--- config.mk ---
export PLATFORM = sky130hd
export DESIGN_NAME = atan2_orient_seq
export DESIGN_NICKNAME = d
export VERILOG_FILES = /design/src/rtl/atan2_pkg.sv /design/src/rtl/Atan2_Decoder.sv /design/src/rtl/atan2_orient_seq.sv
export SDC_FILE = /design/constraint.sdc
export NUM_CORES = 1
export LEC_CHECK = 0
export BUFFER_PORTS_ARGS = -buffer_cell sky130_fd_sc_hd__clkbuf_2
export CORE_ASPECT_RATIO = 1.4
export CORE_UTILIZATION = 60
export DETAILED_ROUTE_END_ITERATION = 6
export GPL_TIMING_DRIVEN = 0
export PLACE_DENSITY_LB_ADDON = 0.12
export SYNTH_ARGS = -nofsm -noshare
export SYNTH_HDL_FRONTEND = slang
export SYNTH_SLANG_ARGS = --single-unit
export TNS_END_PERCENT = 100
--- constraint.sdc ---
create_clock -name clk -period 20.8 [get_ports clk]
set_input_delay 6.24 -clock clk [delete_from_list [all_inputs] [get_ports clk]]
set_output_delay 6.24 -clock clk [all_outputs]
set_load 0.01 [all_outputs]
--- src/rtl/atan2_pkg.sv ---
// Shared constants for the orientation-bin sequencer: tangent thresholds, bin
// anchors, FSM state encoding and the quadrant fold.
package atan2_pkg;

  localparam int N_THERMO = 25;
  localparam int BIN_90   = 24;
  localparam int BIN_180  = 48;
  localparam int BIN_360  = 96;
  localparam int LUT_W    = 28;

  // round(tan(k*3.75deg) * 2^12); the last entry stands in for tan(90deg) and
  // exceeds any (ay << 12) so that bit 24 is set whenever ax != 0.
  localparam logic [LUT_W-1:0] TAN_LUT [0:N_THERMO-1] = '{
    28'd0,     28'd268,   28'd539,   28'd815,   28'd1098,
    28'd1390,  28'd1697,  28'd2020,  28'd2365,  28'd2737,
    28'd3143,  28'd3592,  28'd4096,  28'd4671,  28'd5338,
    28'd6130,  28'd7094,  28'd8306,  28'd9889,  28'd12066,
    28'd15286, 28'd20592, 28'd31112, 28'd62493, 28'd268435455
  };

  typedef enum logic [2:0] {
    ST_IDLE,
    ST_LOAD,
    ST_CMP,
    ST_DECODE,
    ST_OUT
  } state_e;

  function automatic logic [6:0] fold_bin(input logic [1:0] quad, input logic [4:0] idx);
    logic [6:0] i7;
    i7 = {2'b00, idx};
    case (quad)
      2'd0:    fold_bin = i7;
      2'd1:    fold_bin = 7'(BIN_180) - i7;
      2'd2:    fold_bin = 7'(BIN_180) + i7;
      default: fold_bin = (i7 == 7'd0) ? 7'd0 : 7'(BIN_360) - i7;
    endcase
  endfunction

endpackage

--- src/rtl/Atan2_Decoder.sv ---
// Thermometer-to-index decoder: a code with ones on [WIDTH-1:k] places the angle
// between LUT entries k-1 and k; all-ones gives 0/0, all-zeros gives top/top.
module Atan2_Decoder #(
  parameter int WIDTH       = 25,
  parameter int WIDTH_INDEX = 5
) (
  input  logic [WIDTH-1:0]       thermo_i,
  output logic [WIDTH_INDEX-1:0] index1_o,
  output logic [WIDTH_INDEX-1:0] index2_o,
  output logic                   legal_o
);

  always_comb begin
    index1_o = 'x;
    index2_o = 'x;
    legal_o  = 1'b0;
    if (thermo_i == '0) begin
      index1_o = WIDTH_INDEX'(WIDTH - 1);
      index2_o = WIDTH_INDEX'(WIDTH - 1);
      legal_o  = 1'b1;
    end
    for (int k = 0; k < WIDTH; k++) begin
      if (thermo_i == ({WIDTH{1'b1}} << k)) begin
        index1_o = WIDTH_INDEX'((k == 0) ? 0 : k - 1);
        index2_o = WIDTH_INDEX'(k);
        legal_o  = 1'b1;
      end
    end
  end

endmodule

--- src/rtl/atan2_orient_seq.sv ---
// ORB orientation sequencer: builds the atan2 thermometer code one shared-multiplier
// compare per cycle, decodes it and folds the index by quadrant into a 0..95 bin.
//
// state     | meaning
// ST_IDLE   | ready; latch moments on in_valid
// ST_LOAD   | take magnitudes and quadrant; zero vector bypasses to decode
// ST_CMP    | one threshold compare per cycle, exit on first set bit
// ST_DECODE | register decoder indices and exact flag
// ST_OUT    | register folded bin, hold result until out_ready
module atan2_orient_seq
  import atan2_pkg::*;
#(
  parameter int WIDTH_M     = 16,
  parameter int FRAC        = 12,
  parameter int WIDTH_INDEX = 5
) (
  input  logic                      clk,
  input  logic                      rst_n,
  input  logic                      in_valid,
  output logic                      in_ready,
  input  logic signed [WIDTH_M-1:0] m10,
  input  logic signed [WIDTH_M-1:0] m01,
  output logic                      out_valid,
  input  logic                      out_ready,
  output logic [WIDTH_INDEX-1:0]    out_index1,
  output logic [WIDTH_INDEX-1:0]    out_index2,
  output logic [1:0]                out_quadrant,
  output logic                      out_exact,
  output logic [6:0]                out_angle_bin
);

  localparam int CMP_W = LUT_W + WIDTH_M;

  state_e                 state_q, state_d;
  logic [WIDTH_M-1:0]     m10_q, m10_d, m01_q, m01_d;
  logic [WIDTH_M-1:0]     ax_q, ax_d, ay_q, ay_d;
  logic [1:0]             quad_q, quad_d;
  logic [N_THERMO-1:0]    thermo_q, thermo_d;
  logic [WIDTH_INDEX-1:0] j_q, j_d, idx1_q, idx1_d, idx2_q, idx2_d;
  logic                   exact_q, exact_d, valid_q, valid_d;
  logic [6:0]             bin_q, bin_d;

  logic [WIDTH_INDEX-1:0] dec_idx1, dec_idx2;
  logic                   dec_legal;
  logic [WIDTH_M-1:0]     abs_x, abs_y;
  logic [1:0]             quad_in;
  logic [CMP_W-1:0]       lhs, rhs;
  logic                   cmp_bit;

  // Unsigned magnitude: the most negative input lands on 2^(WIDTH_M-1) exactly.
  assign abs_x   = m10_q[WIDTH_M-1] ? (~m10_q + WIDTH_M'(1)) : m10_q;
  assign abs_y   = m01_q[WIDTH_M-1] ? (~m01_q + WIDTH_M'(1)) : m01_q;
  assign quad_in = {m01_q[WIDTH_M-1], m10_q[WIDTH_M-1] ^ m01_q[WIDTH_M-1]};

  assign lhs     = CMP_W'(ay_q) << FRAC;
  assign rhs     = CMP_W'(TAN_LUT[j_q]) * CMP_W'(ax_q);
  assign cmp_bit = lhs < rhs;

  Atan2_Decoder #(
    .WIDTH       (N_THERMO),
    .WIDTH_INDEX (WIDTH_INDEX)
  ) u_dec (
    .thermo_i (thermo_q),
    .index1_o (dec_idx1),
    .index2_o (dec_idx2),
    .legal_o  (dec_legal)
  );

  always_comb begin
    state_d  = state_q;
    m10_d    = m10_q;
    m01_d    = m01_q;
    ax_d     = ax_q;
    ay_d     = ay_q;
    quad_d   = quad_q;
    thermo_d = thermo_q;
    j_d      = j_q;
    idx1_d   = idx1_q;
    idx2_d   = idx2_q;
    exact_d  = exact_q;
    valid_d  = valid_q;
    bin_d    = bin_q;
    case (state_q)
      ST_IDLE: begin
        if (in_valid) begin
          m10_d   = m10;
          m01_d   = m01;
          state_d = ST_LOAD;
        end
      end
      ST_LOAD: begin
        ax_d   = abs_x;
        ay_d   = abs_y;
        quad_d = quad_in;
        j_d    = '0;
        if (abs_x == '0 && abs_y == '0) begin
          thermo_d = '1;
          state_d  = ST_DECODE;
        end else begin
          thermo_d = '0;
          state_d  = ST_CMP;
        end
      end
      ST_CMP: begin
        if (cmp_bit) begin
          thermo_d = thermo_q | ({N_THERMO{1'b1}} << j_q);
          state_d  = ST_DECODE;
        end else begin
          thermo_d[j_q] = 1'b0;
          if (j_q == WIDTH_INDEX'(N_THERMO - 1)) state_d = ST_DECODE;
          else                                   j_d     = j_q + WIDTH_INDEX'(1);
        end
      end
      ST_DECODE: begin
        idx1_d  = dec_idx1;
        idx2_d  = dec_idx2;
        exact_d = (dec_idx1 == dec_idx2);
        state_d = ST_OUT;
      end
      ST_OUT: begin
        if (!valid_q) begin
          valid_d = 1'b1;
          bin_d   = fold_bin(quad_q, 5'(idx1_q));
        end else if (out_ready) begin
          valid_d = 1'b0;
          state_d = ST_IDLE;
        end
      end
      default: state_d = ST_IDLE;
    endcase
  end

  always_ff @(posedge clk or negedge rst_n) begin
    if (!rst_n) begin
      state_q  <= ST_IDLE;
      m10_q    <= '0;
      m01_q    <= '0;
      ax_q     <= '0;
      ay_q     <= '0;
      quad_q   <= '0;
      thermo_q <= '0;
      j_q      <= '0;
      idx1_q   <= '0;
      idx2_q   <= '0;
      exact_q  <= 1'b0;
      valid_q  <= 1'b0;
      bin_q    <= '0;
    end else begin
      state_q  <= state_d;
      m10_q    <= m10_d;
      m01_q    <= m01_d;
      ax_q     <= ax_d;
      ay_q     <= ay_d;
      quad_q   <= quad_d;
      thermo_q <= thermo_d;
      j_q      <= j_d;
      idx1_q   <= idx1_d;
      idx2_q   <= idx2_d;
      exact_q  <= exact_d;
      valid_q  <= valid_d;
      bin_q    <= bin_d;
    end
  end

  assign in_ready      = (state_q == ST_IDLE);
  assign out_valid     = valid_q;
  assign out_index1    = idx1_q;
  assign out_index2    = idx2_q;
  assign out_quadrant  = quad_q;
  assign out_exact     = exact_q;
  assign out_angle_bin = bin_q;

  a_dec_legal: assert property (@(posedge clk) disable iff (!rst_n)
    (state_q == ST_DECODE) |-> dec_legal);
  a_idx_range: assert property (@(posedge clk) disable iff (!rst_n)
    (state_q == ST_OUT) |-> (int'(idx1_q) <= BIN_90));

endmodule

==> metrics.md <==
| Metric | Value |
|---|---|
| Wirelength, routed | 57.2 mm |
| Crit share post-route | 65.4% |
| Top post-synthesis cells by area | fa_1 30%, dfrtp_1 15%, ha_1 9.3% |
| Post-synth top cells | 394 x inv_1, 306 x nand2_1, 303 x fa_1, 149 x ha_1, 127 x and2_1 |
| Cts repair resizes | 0 |
| Hold wc startpoint | out_index2[1]$_DFFE_PN0P_ |
| Die width | 156 um |
| Detailed Place HPWL | 46.7 mm |
| P&R area growth vs syn | 7.10% |
| Antenna-violating nets left | 0 |
| R2R cell count | 38 |
| # DRC | 0 |
| CORE AREA | 32600 um^2 |
| Clk slew on worst S/H paths | 0.06 ns |
| Grt ovf | 0 |
| Mapped Avg Cell Area | 8.70 um^2 |
| Cell mode on critical path | fa_1 |
| Tightest Hold Check Type | reg -> reg |
| Post-DP Area | 20900 um^2 |
| WHS Path Cells | 2 |
| Clock buffer depth | 2 |
| Setup CP Type | reg -> reg |
| Starting DRT DRC Count | 1282 |
| Worst Path Arrival | 13.86 ns |
| Nets | 2863 |
| Post-Syn Area | 20000 um^2 |
| Post-synth ARST share | 100% |
| Num Clock Sinks | 118 |
| Post-layout min period | 13.60 ns |
| PwrDens | 131 nW/um^2 |
| Synthesized flop and latch total | 118 |
| Sequential cell area fraction in the yosys report | 14.8% |
| WP data required | 21.06 ns |
| Per-cell routed wire length | 20.2 um |
| Die ar. | 34100 um^2 |
| Initial antenna violation count | 0 |
| Post-Place Worst Slack | 7.52 ns |
| Yosys warnings | 0 |
| # diodes | 0 |
| CTS tree | built |
| Core Util, Final | 65.7% |
| Max Clock Skew | 0.0106 ns |
| Unrepaired setup endpoints after global routing | no |
| Yosys cell types | 84 |
| Gr usage total | 35.9% |
| Final WS setup | 7.20 ns |
| Worst r2r dst | thermo_q[9]$_DFFE_PN0P_ |
| Crit-path max FO | 10 |
| Max transition margin | 0.720% |
| First-pass GRT wire length | 93.5 mm |
| Vias per cell | 5.95 |
| Filler instances | 2837 |
| Status | finished with violations |
| Post-synth top flop | dfrtp_1 |
| Hold Crit Endpoint | out_index2[1]$_DFFE_PN0P_ |
| Max-slew violations | 0 |
| Worst Setup Start Kind | flip-flop |
| Count of input and output buffers | 57 |
| Pleak | 10.5 nW |
| Post-route setup TNS | 0 ns |
| H-tree depth | 4 |
| VDD IR-drop max | 0.0853 mV |
| Synthesized Nets | 2786 |
| R2R Setup Slk | 7.20 ns |
| Area share of the largest cell type after synthesis | 30.3% |
| Layout cells sized above 1 | 6.66% |
| Row count | 78 |
| Clk Latency, worst-skew pair | 0.42 ns |
| Largest stage delay, worst path | 0.92 ns |
| Post-synthesis cell count | 2298 |
| Final hold viol count | 0 |
| Fmax | 73.5 MHz |
| Final RePlAce weighted congestion | 0.970 |
| Yosys top cell by area | fa_1 |
| Critical path endpoint category | flip-flop |
| Initial core utilization | 61.3% |
| Drt first pass iters | 5 |
| Largest net degree at the start of global routing | 85 |
| Finished Cell Area | 21400 um^2 |
| CTS buffer count | 17 |
| Most common cell in the synthesized netlist | inv_1 |
| Failing checks | max-capacitance violations |
| Endpoints failing setup | 0 |
| Worst setup path startpoint | j_q[1]$_DFFE_PN0P_ |
| Worst slew pin tran | 1.47 ns |
| Post-synth EDFFs | 0 |
| Clock root cell | clkbuf_16 |
| Worst reg2reg startpoint | j_q[1]$_DFFE_PN0P_ |
| Via count | 16.8k |
| Slowest-stage cell, CP | a21oi_1 |
| Post-CTS Setup Bufs | 0 |
| Io pins | 58 |
| Max-Cap Viols | 1 |
| Vias in the first global route | 17.4k |
| Die H | 218 um |
| Hold buffers post-CTS | 0 |
-- flip-flops by register name (all words and copies together), names as in the netlist --
name	cells
state_q	3
out_index1	5
out_angle_bin	7
m01_q	16
out_valid	1
out_quadrant	2
out_exact	1
j_q	5
ay_q	16
out_index2	5
m10_q	16
thermo_q	25
ax_q	16
-- power by group --
group	switching, mW	leakage (nW)	total [mW]	internal, mW
Sequential	0.140	1.44	0.476	0.336
Clock	0.111	0.253	0.272	0.161
Combinational	1.29	8.81	2.05	0.759
Total	1.54	10.5	2.79	1.26
-- area by class of cell --
class	instances	area [um^2]	area share (%)
clock inverter	11	77.6	0.362
tap	440	551	2.57
sequential	118	2950	13.8
clock buffer	21	470	2.20
multi-input combinational	1674	15100	70.4
timing repair buffer	58	322	1.50
inverter	394	1480	6.91
buffer	112	487	2.27
-- metal layers --
metal,wire length [um],part of all wire (%),global-route usage (%),vias up
met5,0,0,0,-
met1,22900,40,46.9,8324
met4,3170,5.6,18.7,0
met2,27600,48,58.9,693
met3,3430,6.0,4.11,175
li1,-,-,-,7639
-- worst max-delay path by stage --
| stage | end | slack, ns | cells past startpoint |
|---|---|---|---|
| 2_1_floorplan | j_q[2]$_DFFE_PN0P_ | 10.74 | 36 |
| 3_3_place_gp | thermo_q[9]$_DFFE_PN0P_ | 7.60 | 38 |
| 3_5_place_dp | thermo_q[9]$_DFFE_PN0P_ | 7.52 | 38 |
| 4_1_cts | thermo_q[9]$_DFFE_PN0P_ | 7.45 | 38 |
| 5_1_grt | thermo_q[9]$_DFFE_PN0P_ | 6.50 | 38 |
| 6_report | thermo_q[9]$_DFFE_PN0P_ | 7.20 | 38 |
-- cells by family (layout without fill, tap and decap cells) --
family / Yosys count / after routing / share of synthesized area (%)
adder cells (fa/ha/maj): 452 / 452 / 39.7
buffers and inverters: 506 / 596 / 9.83
multiplexers: 45 / 45 / 2.48
flip-flops: 118 / 118 / 14.8
AO/OA/AOI/OAI: 394 / 394 / 13.0
XOR/XNOR: 62 / 62 / 2.72
AND/OR/NAND/NOR: 721 / 721 / 17.6
-- cell usage in the layout (no fill, tap or decap), types with 23 or more instances in the layout --
cell type	instances
inv_1	394
nand2_1	306
fa_1	303
ha_1	149
and2_1	127
o21ai_0	118
dfrtp_1	118
clkbuf_1	92
nor2_1	86
a21oi_1	86
clkbuf_2	57
nor3_1	44
xor2_1	33
mux2_2	32
nand3_1	31
xnor2_1	29
nand4_1	23
-- stage by stage --
step / std cells / hold slack (ns) / power, mW
floorplan: 2298 / 0.450 / 1.89
global placement: 2795 / 0.470 / 2.44
detailed placement: 2796 / 0.479 / 2.48
CTS: 2828 / 0.493 / 2.77
global route: 2828 / 0.515 / 3.09
finish: 2828 / 0.493 / 2.79
-- critical path: cells and delay by family (launching register included) --
family	cells	cell delay, ns
xor gates and xnor gates	1	0.21
adders and majority gates	9	4.14
and+or+nand+nor	11	3.56
AOI/OAI and AO/OA	8	2.77
DFF	1	0.43
buffers and inverters	9	2.32
Note: power is estimated with default switching activity, not from simulation.
